<file path="src/rtl/out_transmitter.sv">
// -----------------------------------------------------------------------------
// out_transmitter
//
// Serialises one result matrix into a framed byte stream for the UART byte
// transmitter:
//    0xA5, dim_x, dim_y, dim_x*dim_y elements (BYTES bytes each, MSB first), chk
// where chk is the XOR of every frame byte except the 0xA5 sync byte.
//
// Parameters:
//    DATA_WIDTH     element width in bits (multiple of 8, 8..64)
//    BYTES          bytes per element, derived from DATA_WIDTH
//
// Ports:
//    clk            clock
//    rst_n          synchronous active-low reset
//    data_available one-cycle pulse: a matrix is loaded and waiting
//    dim_x, dim_y   matrix dimensions, captured when data_available is taken
//    tx_ready       one-cycle pulse once the header has been sent
//    stopped        backpressure to the element source (1 = nothing accepted)
//    elem_valid     element source presents elem_data
//    elem_data      element value
//    tx_valid       tx_byte is valid; held with a stable byte until acked
//    tx_byte        byte towards the UART
//    tx_ack         UART consumes the byte (only meaningful with tx_valid)
//    busy           transmitter is not idle
// -----------------------------------------------------------------------------
module out_transmitter #(
   parameter  int DATA_WIDTH = 32,
   localparam int BYTES      = DATA_WIDTH / 8
) (
   input  logic                  clk,
   input  logic                  rst_n,
   input  logic                  data_available,
   input  logic [7:0]            dim_x,
   input  logic [7:0]            dim_y,
   output logic                  tx_ready,
   output logic                  stopped,
   input  logic                  elem_valid,
   input  logic [DATA_WIDTH-1:0] elem_data,
   output logic                  tx_valid,
   output logic [7:0]            tx_byte,
   input  logic                  tx_ack,
   output logic                  busy
);

   typedef enum logic [2:0] {
      S_IDLE,
      S_HDR,
      S_GRANT,
      S_WAIT_ELEM,
      S_ELEM,
      S_CHK
   } state_t;

   localparam logic [7:0] SYNC_BYTE     = 8'hA5;
   localparam logic [2:0] LAST_BYTE_IDX = 3'(BYTES - 1);

   state_t                state_reg, state_next;
   logic [7:0]            dim_x_reg, dim_y_reg;
   logic [7:0]            chk_reg;
   logic [7:0]            tx_byte_reg;
   logic                  tx_valid_reg;
   logic [2:0]            byte_idx_reg;
   logic [15:0]           elem_cnt_reg;
   logic [DATA_WIDTH-1:0] shift_reg;

   logic                  byte_done;
   logic [15:0]           elem_total;
   logic                  last_elem_byte;
   logic                  last_elem;

   // A byte only leaves when it is both offered and acked.
   assign byte_done      = tx_valid_reg && tx_ack;
   assign elem_total     = 16'(dim_x_reg) * 16'(dim_y_reg);
   assign last_elem_byte = (byte_idx_reg == LAST_BYTE_IDX);
   assign last_elem      = ((elem_cnt_reg + 16'd1) == elem_total);

   // Handshake outputs are decoded from registers only.
   assign tx_ready = (state_reg == S_GRANT);
   assign stopped  = (state_reg != S_WAIT_ELEM);
   assign busy     = (state_reg != S_IDLE);
   assign tx_valid = tx_valid_reg;
   assign tx_byte  = tx_byte_reg;

   // ---------------------------------------------------------------- state reg
   always_ff @(posedge clk) begin
      if (!rst_n) begin
         state_reg <= S_IDLE;
      end else begin
         state_reg <= state_next;
      end
   end

   // --------------------------------------------------------------- next state
   always_comb begin
      state_next = state_reg;
      case (state_reg)
         S_IDLE: begin
            if (data_available) begin
               state_next = S_HDR;
            end
         end
         S_HDR: begin
            if (byte_done && (byte_idx_reg == 3'd2)) begin
               state_next = S_GRANT;
            end
         end
         S_GRANT: begin
            state_next = (elem_total != 16'd0) ? S_WAIT_ELEM : S_CHK;
         end
         S_WAIT_ELEM: begin
            if (elem_valid) begin
               state_next = S_ELEM;
            end
         end
         S_ELEM: begin
            if (byte_done && last_elem_byte) begin
               state_next = last_elem ? S_CHK : S_WAIT_ELEM;
            end
         end
         S_CHK: begin
            if (byte_done) begin
               state_next = S_IDLE;
            end
         end
         default: state_next = S_IDLE;
      endcase
   end

   // ----------------------------------------------------------------- datapath
   always_ff @(posedge clk) begin
      if (!rst_n) begin
         dim_x_reg    <= 8'd0;
         dim_y_reg    <= 8'd0;
         chk_reg      <= 8'd0;
         tx_byte_reg  <= 8'd0;
         tx_valid_reg <= 1'b0;
         byte_idx_reg <= 3'd0;
         elem_cnt_reg <= 16'd0;
         shift_reg    <= '0;
      end else begin
         case (state_reg)
            S_IDLE: begin
               if (data_available) begin
                  dim_x_reg    <= dim_x;
                  dim_y_reg    <= dim_y;
                  chk_reg      <= 8'd0;
                  byte_idx_reg <= 3'd0;
                  elem_cnt_reg <= 16'd0;
                  tx_valid_reg <= 1'b1;
                  tx_byte_reg  <= SYNC_BYTE;
               end
            end
            S_HDR: begin
               if (byte_done) begin
                  // The sync byte (index 0) is excluded from the checksum.
                  if (byte_idx_reg != 3'd0) begin
                     chk_reg <= chk_reg ^ tx_byte_reg;
                  end
                  case (byte_idx_reg)
                     3'd0: begin
                        tx_byte_reg  <= dim_x_reg;
                        byte_idx_reg <= 3'd1;
                     end
                     3'd1: begin
                        tx_byte_reg  <= dim_y_reg;
                        byte_idx_reg <= 3'd2;
                     end
                     default: begin
                        tx_valid_reg <= 1'b0;
                        byte_idx_reg <= 3'd0;
                     end
                  endcase
               end
            end
            S_GRANT: begin
               // Empty matrix: go straight to the checksum byte.
               if (elem_total == 16'd0) begin
                  tx_valid_reg <= 1'b1;
                  tx_byte_reg  <= chk_reg;
               end
            end
            S_WAIT_ELEM: begin
               if (elem_valid) begin
                  // First byte goes out directly; the rest queue up in the
                  // shift register, MSB-aligned.
                  tx_byte_reg  <= elem_data[DATA_WIDTH-1 -: 8];
                  shift_reg    <= elem_data << 8;
                  tx_valid_reg <= 1'b1;
                  byte_idx_reg <= 3'd0;
               end
            end
            S_ELEM: begin
               if (byte_done) begin
                  chk_reg <= chk_reg ^ tx_byte_reg;
                  if (last_elem_byte) begin
                     elem_cnt_reg <= elem_cnt_reg + 16'd1;
                     byte_idx_reg <= 3'd0;
                     if (last_elem) begin
                        // Checksum must include the byte being acked now.
                        tx_byte_reg <= chk_reg ^ tx_byte_reg;
                     end else begin
                        tx_valid_reg <= 1'b0;
                     end
                  end else begin
                     tx_byte_reg  <= shift_reg[DATA_WIDTH-1 -: 8];
                     shift_reg    <= shift_reg << 8;
                     byte_idx_reg <= byte_idx_reg + 3'd1;
                  end
               end
            end
            S_CHK: begin
               if (byte_done) begin
                  tx_valid_reg <= 1'b0;
                  tx_byte_reg  <= 8'd0;
               end
            end
            default: begin
               tx_valid_reg <= 1'b0;
            end
         endcase
      end
   end

endmodule

</file>
<file path="config.mk">
export PLATFORM = sky130hd
export DESIGN_NAME = out_transmitter
export DESIGN_NICKNAME = d
export VERILOG_FILES = /design/src/rtl/out_transmitter.sv
export SDC_FILE = /design/constraint.sdc
export NUM_CORES = 1
export LEC_CHECK = 0
export ABC_AREA = 1
export CAP_MARGIN = 25
export CORE_MARGIN = 2
export CORE_UTILIZATION = 35
export DETAILED_ROUTE_END_ITERATION = 16
export HOLD_SLACK_MARGIN = 0.03
export PLACE_DENSITY_LB_ADDON = 0.3
export SLEW_MARGIN = 25
export SYNTH_ARGS = -nofsm -noshare
export SYNTH_HDL_FRONTEND = slang
export SYNTH_SLANG_ARGS = --single-unit
</file>
<file path="constraint.sdc">
create_clock -name clk -period 11.4 [get_ports clk]
set_clock_uncertainty 0.05 [all_clocks]
set_input_delay 1.14 -clock clk [delete_from_list [all_inputs] [get_ports clk]]
set_output_delay 1.14 -clock clk [all_outputs]
set_load 0.005 [all_outputs]
</file>
---- Yosys cells after proc, flatten, opt, wreduce, memory -nomap -nowiden ----
Cells that the tools add are included.
word-level totals
  register bits ........................... 87
  latch bits .............................. 0
  RAM bits ................................ 0
  bits in read-only memories .............. 0
  input port bits ......................... 53
  output and inout port bits .............. 12
  logic and storage cells ................. 109
  memories ................................ 0
operators by class
  add/sub/neg operators ................... 2
  $mul .................................... 1
  div/mod/pow operators ................... 0
  magnitude comparators ................... 0
  equal/unequal tests ..................... 25
  shift-type cells ........................ 0
  muxes and demuxes ....................... 48
  bitwise gates (word level) .............. 1
  reductions and logical operators ........ 23
operators by type and width
  operator                 number
  $mux W32                 3
  $mux W8                  12
  $pmux W32 S2             1
  $mux W16                 3
  $pmux W8 S6              1
  $mux W3                  12
  $pmux W16 S2             1
  $ne A2 B2 Y1 const B     12
  $pmux W8 S3              1
  $pmux W3 S6              1
  $reduce_and A9 Y1        2
  $add A16 B1 Y16 const B  1
  $eq A16 B16 Y1           1
  $logic_not A16 Y1        1
  $mul A8 B8 Y16           1
  $pmux W8 S2              1
  $reduce_bool A16 Y1      1
  $reduce_and A5 Y1        3
  $eq A3 B2 Y1 const B     4
  $pmux W3 S4              1
  $mux W1                  9
  $reduce_bool A3 Y1       3
  $reduce_and A4 Y1        2
  $xor A8 B8 Y8            1
  other kinds (15)         22

---- Logic depth before layout (Yosys ltp) ----
  word-level depth ........................ 6
  depth in mapped cells ................... 28
  depth with buffers taken out ............ 27

---- Worst setup path before layout ----
OpenSTA, ideal clock, no wires.
  path kind ............................... reg-to-reg
  from .................................... register dim_x_reg[1]
  to ...................................... register tx_byte_reg[2], in the netlist tx_byte[2]
  library setup time ...................... 0.115 ns
  arrival time ............................ 4.463 ns
  data required time ...................... 11.235 ns
  path slack .............................. 6.772 ns
  stages on the path, launching flop included .. 22
  path buffers ............................ 2
  period minus slack after synthesis ...... 4.628 ns
  cell sequence ........................... dfxtp_1 clkbuf_1 nand2_1 fa_1 fa_1 fa_1 fa_1 inv_1 ha_1 nand2_1 inv_1 a21oi_1 nand2_1 nand2_2 nand3_1 a21oi_1 nand3_2 a21oi_2 buf_6 nand3_1 nand2_1 nor2_1
between the ends
  longest elaborated chain between the ends .. 4
  elaborated cells on any way between the ends .. 6
  those cells by class .................... 1 x mul; 3 x eq/ne; 2 x reduce/logical
RTL lines
  item                                                           RTL line  source
  start: declaration                                             59        logic [7:0] dim_x_reg, dim_y_reg;
  start signal: assignment                                       145       dim_x_reg <= dim_x;
  $mul A8 B8 Y16 *                                               74        assign elem_total = 16'(dim_x_reg) * 16'(dim_y_reg);
  $eq A16 B16 Y1 or $logic_not A16 Y1 (tied branches)            76, 178
  $ne A3 B3 Y1 (no source line) or $ne A2 B1 Y1 (tied branches)  -
  $reduce_and A9 Y1 (no source line) *                           -
  end signal: assignment                                         162       tx_byte_reg <= dim_x_reg;
  end signal: assignment                                         166       tx_byte_reg <= dim_y_reg;
  end signal: assignment                                         180       tx_byte_reg <= chk_reg;
  end: declaration                                               61        logic [7:0] tx_byte_reg;
Mark *: on every way between the ends. The rest lies on a longest branch, timed or not.
A chain may end at the register's enable or synchronous reset.

---- Worst setup path in the final report ----
  from .................................... register dim_y_reg[4]
  to ...................................... register tx_byte_reg[4], in the netlist tx_byte[4]
between the ends
  longest elaborated chain between the ends .. 4
  elaborated cells on any way between the ends .. 9
  those cells by class .................... 1 x mul; 3 x eq/ne; 3 x mux; 2 x reduce/logical
RTL lines
  item                                                           RTL line  source
  start: declaration                                             59
  start signal: assignment                                       146       dim_y_reg <= dim_y;
  $mul A8 B8 Y16                                                 74
  $eq A16 B16 Y1 or $logic_not A16 Y1 (tied branches)            76, 178
  $ne A3 B3 Y1 (no source line) or $ne A2 B1 Y1 (tied branches)  -
  $reduce_and A9 Y1 (no source line)                             -
Parallel ways exist; a longest one is shown, timed or not. The select of a mux whose other input is x is not followed.

==> flow_metrics.tcl <==
set metrics [dict create \
    status "finished, final reports clean" \
    ir_worst_vdd_uv 85.9 \
    cpPeakStageDelay_ps 600 \
    path_clk_slew_ps 70 \
    coreArea_um2 19300 \
    hold_viol 0 \
    r2r_setup_slack_ps 6020 \
    ys_warn_count 0 \
    drive_gt1_share_pct 4.91 \
    fp.dieH_um 144 \
    cts_tree "yes" \
    dp_hpwl_mm 13.9 \
    path_buf_inv 1 \
    tns_ps 0 \
    holdWs_ps 419 \
    fmax_mhz 186 \
    min_to "shift_reg[15]$_SDFFE_PN0P_" \
    numCtsBuffers 9 \
    cts_sinks 79 \
    viasPerCell 4.86 \
    cts_max_path_buffers 2 \
    critPathMaxFanout 13 \
    route.vias.total 6538 \
    ant_nets 0 \
    grt_max_degree 45 \
    regToRegStartpoint "dim_y_reg[4]$_SDFFE_PN0P_" \
    syn_area_per_cell_um2 6.58 \
    p_per_area_nw_per_um2 168 \
    worst_ep_arrival_time_ps 5580 \
    synthArstFlopShare_pct 0 \
    nets 1205 \
    clk_latency_ps 350 \
    wl_per_cell_um 13.3 \
    grt_usage_pct 17.6 \
    synthToLayoutAreaGrowth_pct 16.8 \
    drtIter0Drc 295 \
    hold_buffers 0 \
    synth_edf_count 0 \
    htreeDepth 3 \
    start_kind "flip-flop" \
    grt_pass1_vias 6009 \
    root_buffer "clkbuf_16" \
    reg2regPathDepth 20 \
    overflow 0 \
    grt_first_pass_wirelength_mm 29.0 \
    fin_crit_sh_pct 47.2 \
    die_area_um2 20700 \
    hp-start "shift_reg[15]$_SDFFE_PN0P_" \
    endpoint_kind "flip-flop" \
    path_common_cell "nand2_1" \
    diodes 0 \
    setup_viol 0 \
    ctsResizeCount 0 \
    place.gp.congestion 0.847 \
    tightestPinTransition_ps 894 \
    yosysUniqueCellTypes 43 \
    worstPathCellList "nand2_1, fa_1, fa_1, fa_1, inv_1, fa_1, ha_1, nand2_1, nor2_1, nand2_1, nand2_1, nand2_1, nand2_1, nand3b_1, nor2_1, nand3_2, a21oi_2, nand2_2, nor2_1, nor2_1" \
    worst_hold_path.num_cells 2 \
    max-slew-margin-rel_pct 40.2 \
    worstPathRequired_ps 11600 \
    dr.pass1.iters 4 \
    initial_utilization_pct 35.3 \
    worstSetupStartpoint "dim_y_reg[4]$_SDFFE_PN0P_" \
    totalWireLength_mm 17.9 \
    die_width_um 144 \
    yosysSeqAreaShare_pct 23.1 \
    synthesis.area_um2 6830 \
    io_pins 65 \
    antenna_found_initial 0 \
    crit_path_top_delay_cell "a21oi_2" \
    synth_ff_type "dfxtp_1" \
    final-max-slew-violation-count 0 \
    rows 51 \
    r2r-end "tx_byte[4]$_SDFFE_PN0P_" \
    syn_inst 1039 \
    p_leak_nw 3.81 \
    postCtsSetupBuffers 0 \
    drv_cap 0 \
    critPathKind "reg2reg" \
    hp-class "reg2reg" \
    rsz0062_at_grt "no" \
    ys_ff_latch 79 \
    period_needed_ps 5380 \
    syn-num-nets 1169 \
    drc 0 \
    io_buffers 64 \
    largest_reg_flops 24 \
    cp_top_family "adder cells" \
    fill_cells 2042 \
]
logic make-up after synthesis:
| kind of cell | Yosys count | share of synthesized area (%) |
|---|---|---|
| and+or+nand+nor | 478 | 29.9 |
| buffers and inverters | 218 | 12.4 |
| AOI/OAI and AO/OA | 175 | 15.0 |
| DFF | 79 | 23.1 |
| adders and majority gates | 77 | 18.1 |
| xor gates and xnor gates | 12 | 1.54 |
power by group:
part	switching [W]	total (W)	internal [W]
Clock	0.000135	0.000332	0.000197
Combinational	0.000371	0.000610	0.000239
Sequential	0.0000728	0.000401	0.000328
Total	0.000578	0.00134	0.000764
cell type report:
cell class              count  area [um2]  share of cell area, %
flip-flops and latches     79        1580                   19.8
multi-input cells         742        4410                   55.2
clock buffers               9         225                   2.82
repair buffers             69         678                   8.50
well taps                 265         332                   4.15
clock inverters             7         106                   1.33
inverters                 174         653                   8.18
tightest hold or removal path, cell delays in order, from the launching register on:
cell and delay (ps):
dfxtp_1 310, nand2_1 60, a21oi_1 50
cells in the final DEF (no fill, tap or decap), types with 36 or more instances in the layout:
| cell | n |
|---|---|
| nor2_1 | 57 |
| ha_1 | 41 |
| inv_1 | 169 |
| nand3_1 | 68 |
| a21oi_1 | 70 |
| dfxtp_1 | 79 |
| o21ai_0 | 52 |
| nand2_1 | 307 |
| clkdlybuf4s50_1 | 64 |
| fa_1 | 36 |
through the flow:
| stage | cells | cell area, um2 | total power [W] | setup WS [ps] | utilization [%] |
|---|---|---|---|---|---|
| floorplan | 1039 | 6830 | 0.000835 | 6770 | - |
| global placement | 1329 | 7650 | 0.00102 | 6100 | 39.6 |
| detailed placement | 1329 | 7650 | 0.00102 | 6040 | 39.6 |
| CTS | 1345 | 7980 | 0.00135 | 6010 | 41.3 |
| global route | 1345 | 7980 | 0.00145 | 5610 | 41.3 |
| finish | 1345 | 7980 | 0.00134 | 6020 | 41.3 |
worst max path at each step:
stage | endpoint | slack [ps] | cells past startpoint
after global routing | tx_byte[4]$_SDFFE_PN0P_ | 5610 | 21
after detailed placement | tx_byte[4]$_SDFFE_PN0P_ | 6040 | 20
final | tx_byte[4]$_SDFFE_PN0P_ | 6020 | 20
after global placement | tx_byte[4]$_SDFFE_PN0P_ | 6100 | 21
after floorplan | tx_byte[2]$_SDFFE_PN0P_ | 6770 | 21
after CTS | tx_byte[3]$_SDFFE_PN0P_ | 6010 | 21
per-layer routing:
layer  track usage [%]  up-vias  wire length [um]
met1              23.9     3027              8710
met2              28.4      112              8260
met3              2.83       24               566
met4              6.14        0               318
li1                  -     3375                 -
met5                 0        -                 0
synthesized netlist by cell type (all sizes together), types with 2 or more instances:
cell / count / area share [%]
a2111oi: 5 / 0.64
a211oi: 3 / 0.33
a21oi: 73 / 5.5
a22oi: 4 / 0.44
a31oi: 17 / 1.6
buf: 8 / 0.84
clkbuf: 36 / 2.0
clkinv: 3 / 0.16
dfxtp: 79 / 23
fa: 36 / 11
ha: 41 / 7.5
inv: 171 / 9.4
nand2: 317 / 18
nand3: 75 / 6.0
nand3b: 2 / 0.22
nand4: 12 / 1.1
nor2: 67 / 4.3
nor3: 3 / 0.22
o2111ai: 2 / 0.26
o211a: 7 / 1.0
o21ai: 53 / 3.9
o21bai: 5 / 0.55
or2: 2 / 0.18
xnor2: 11 / 1.4
(Power assumes the default switching activity.)
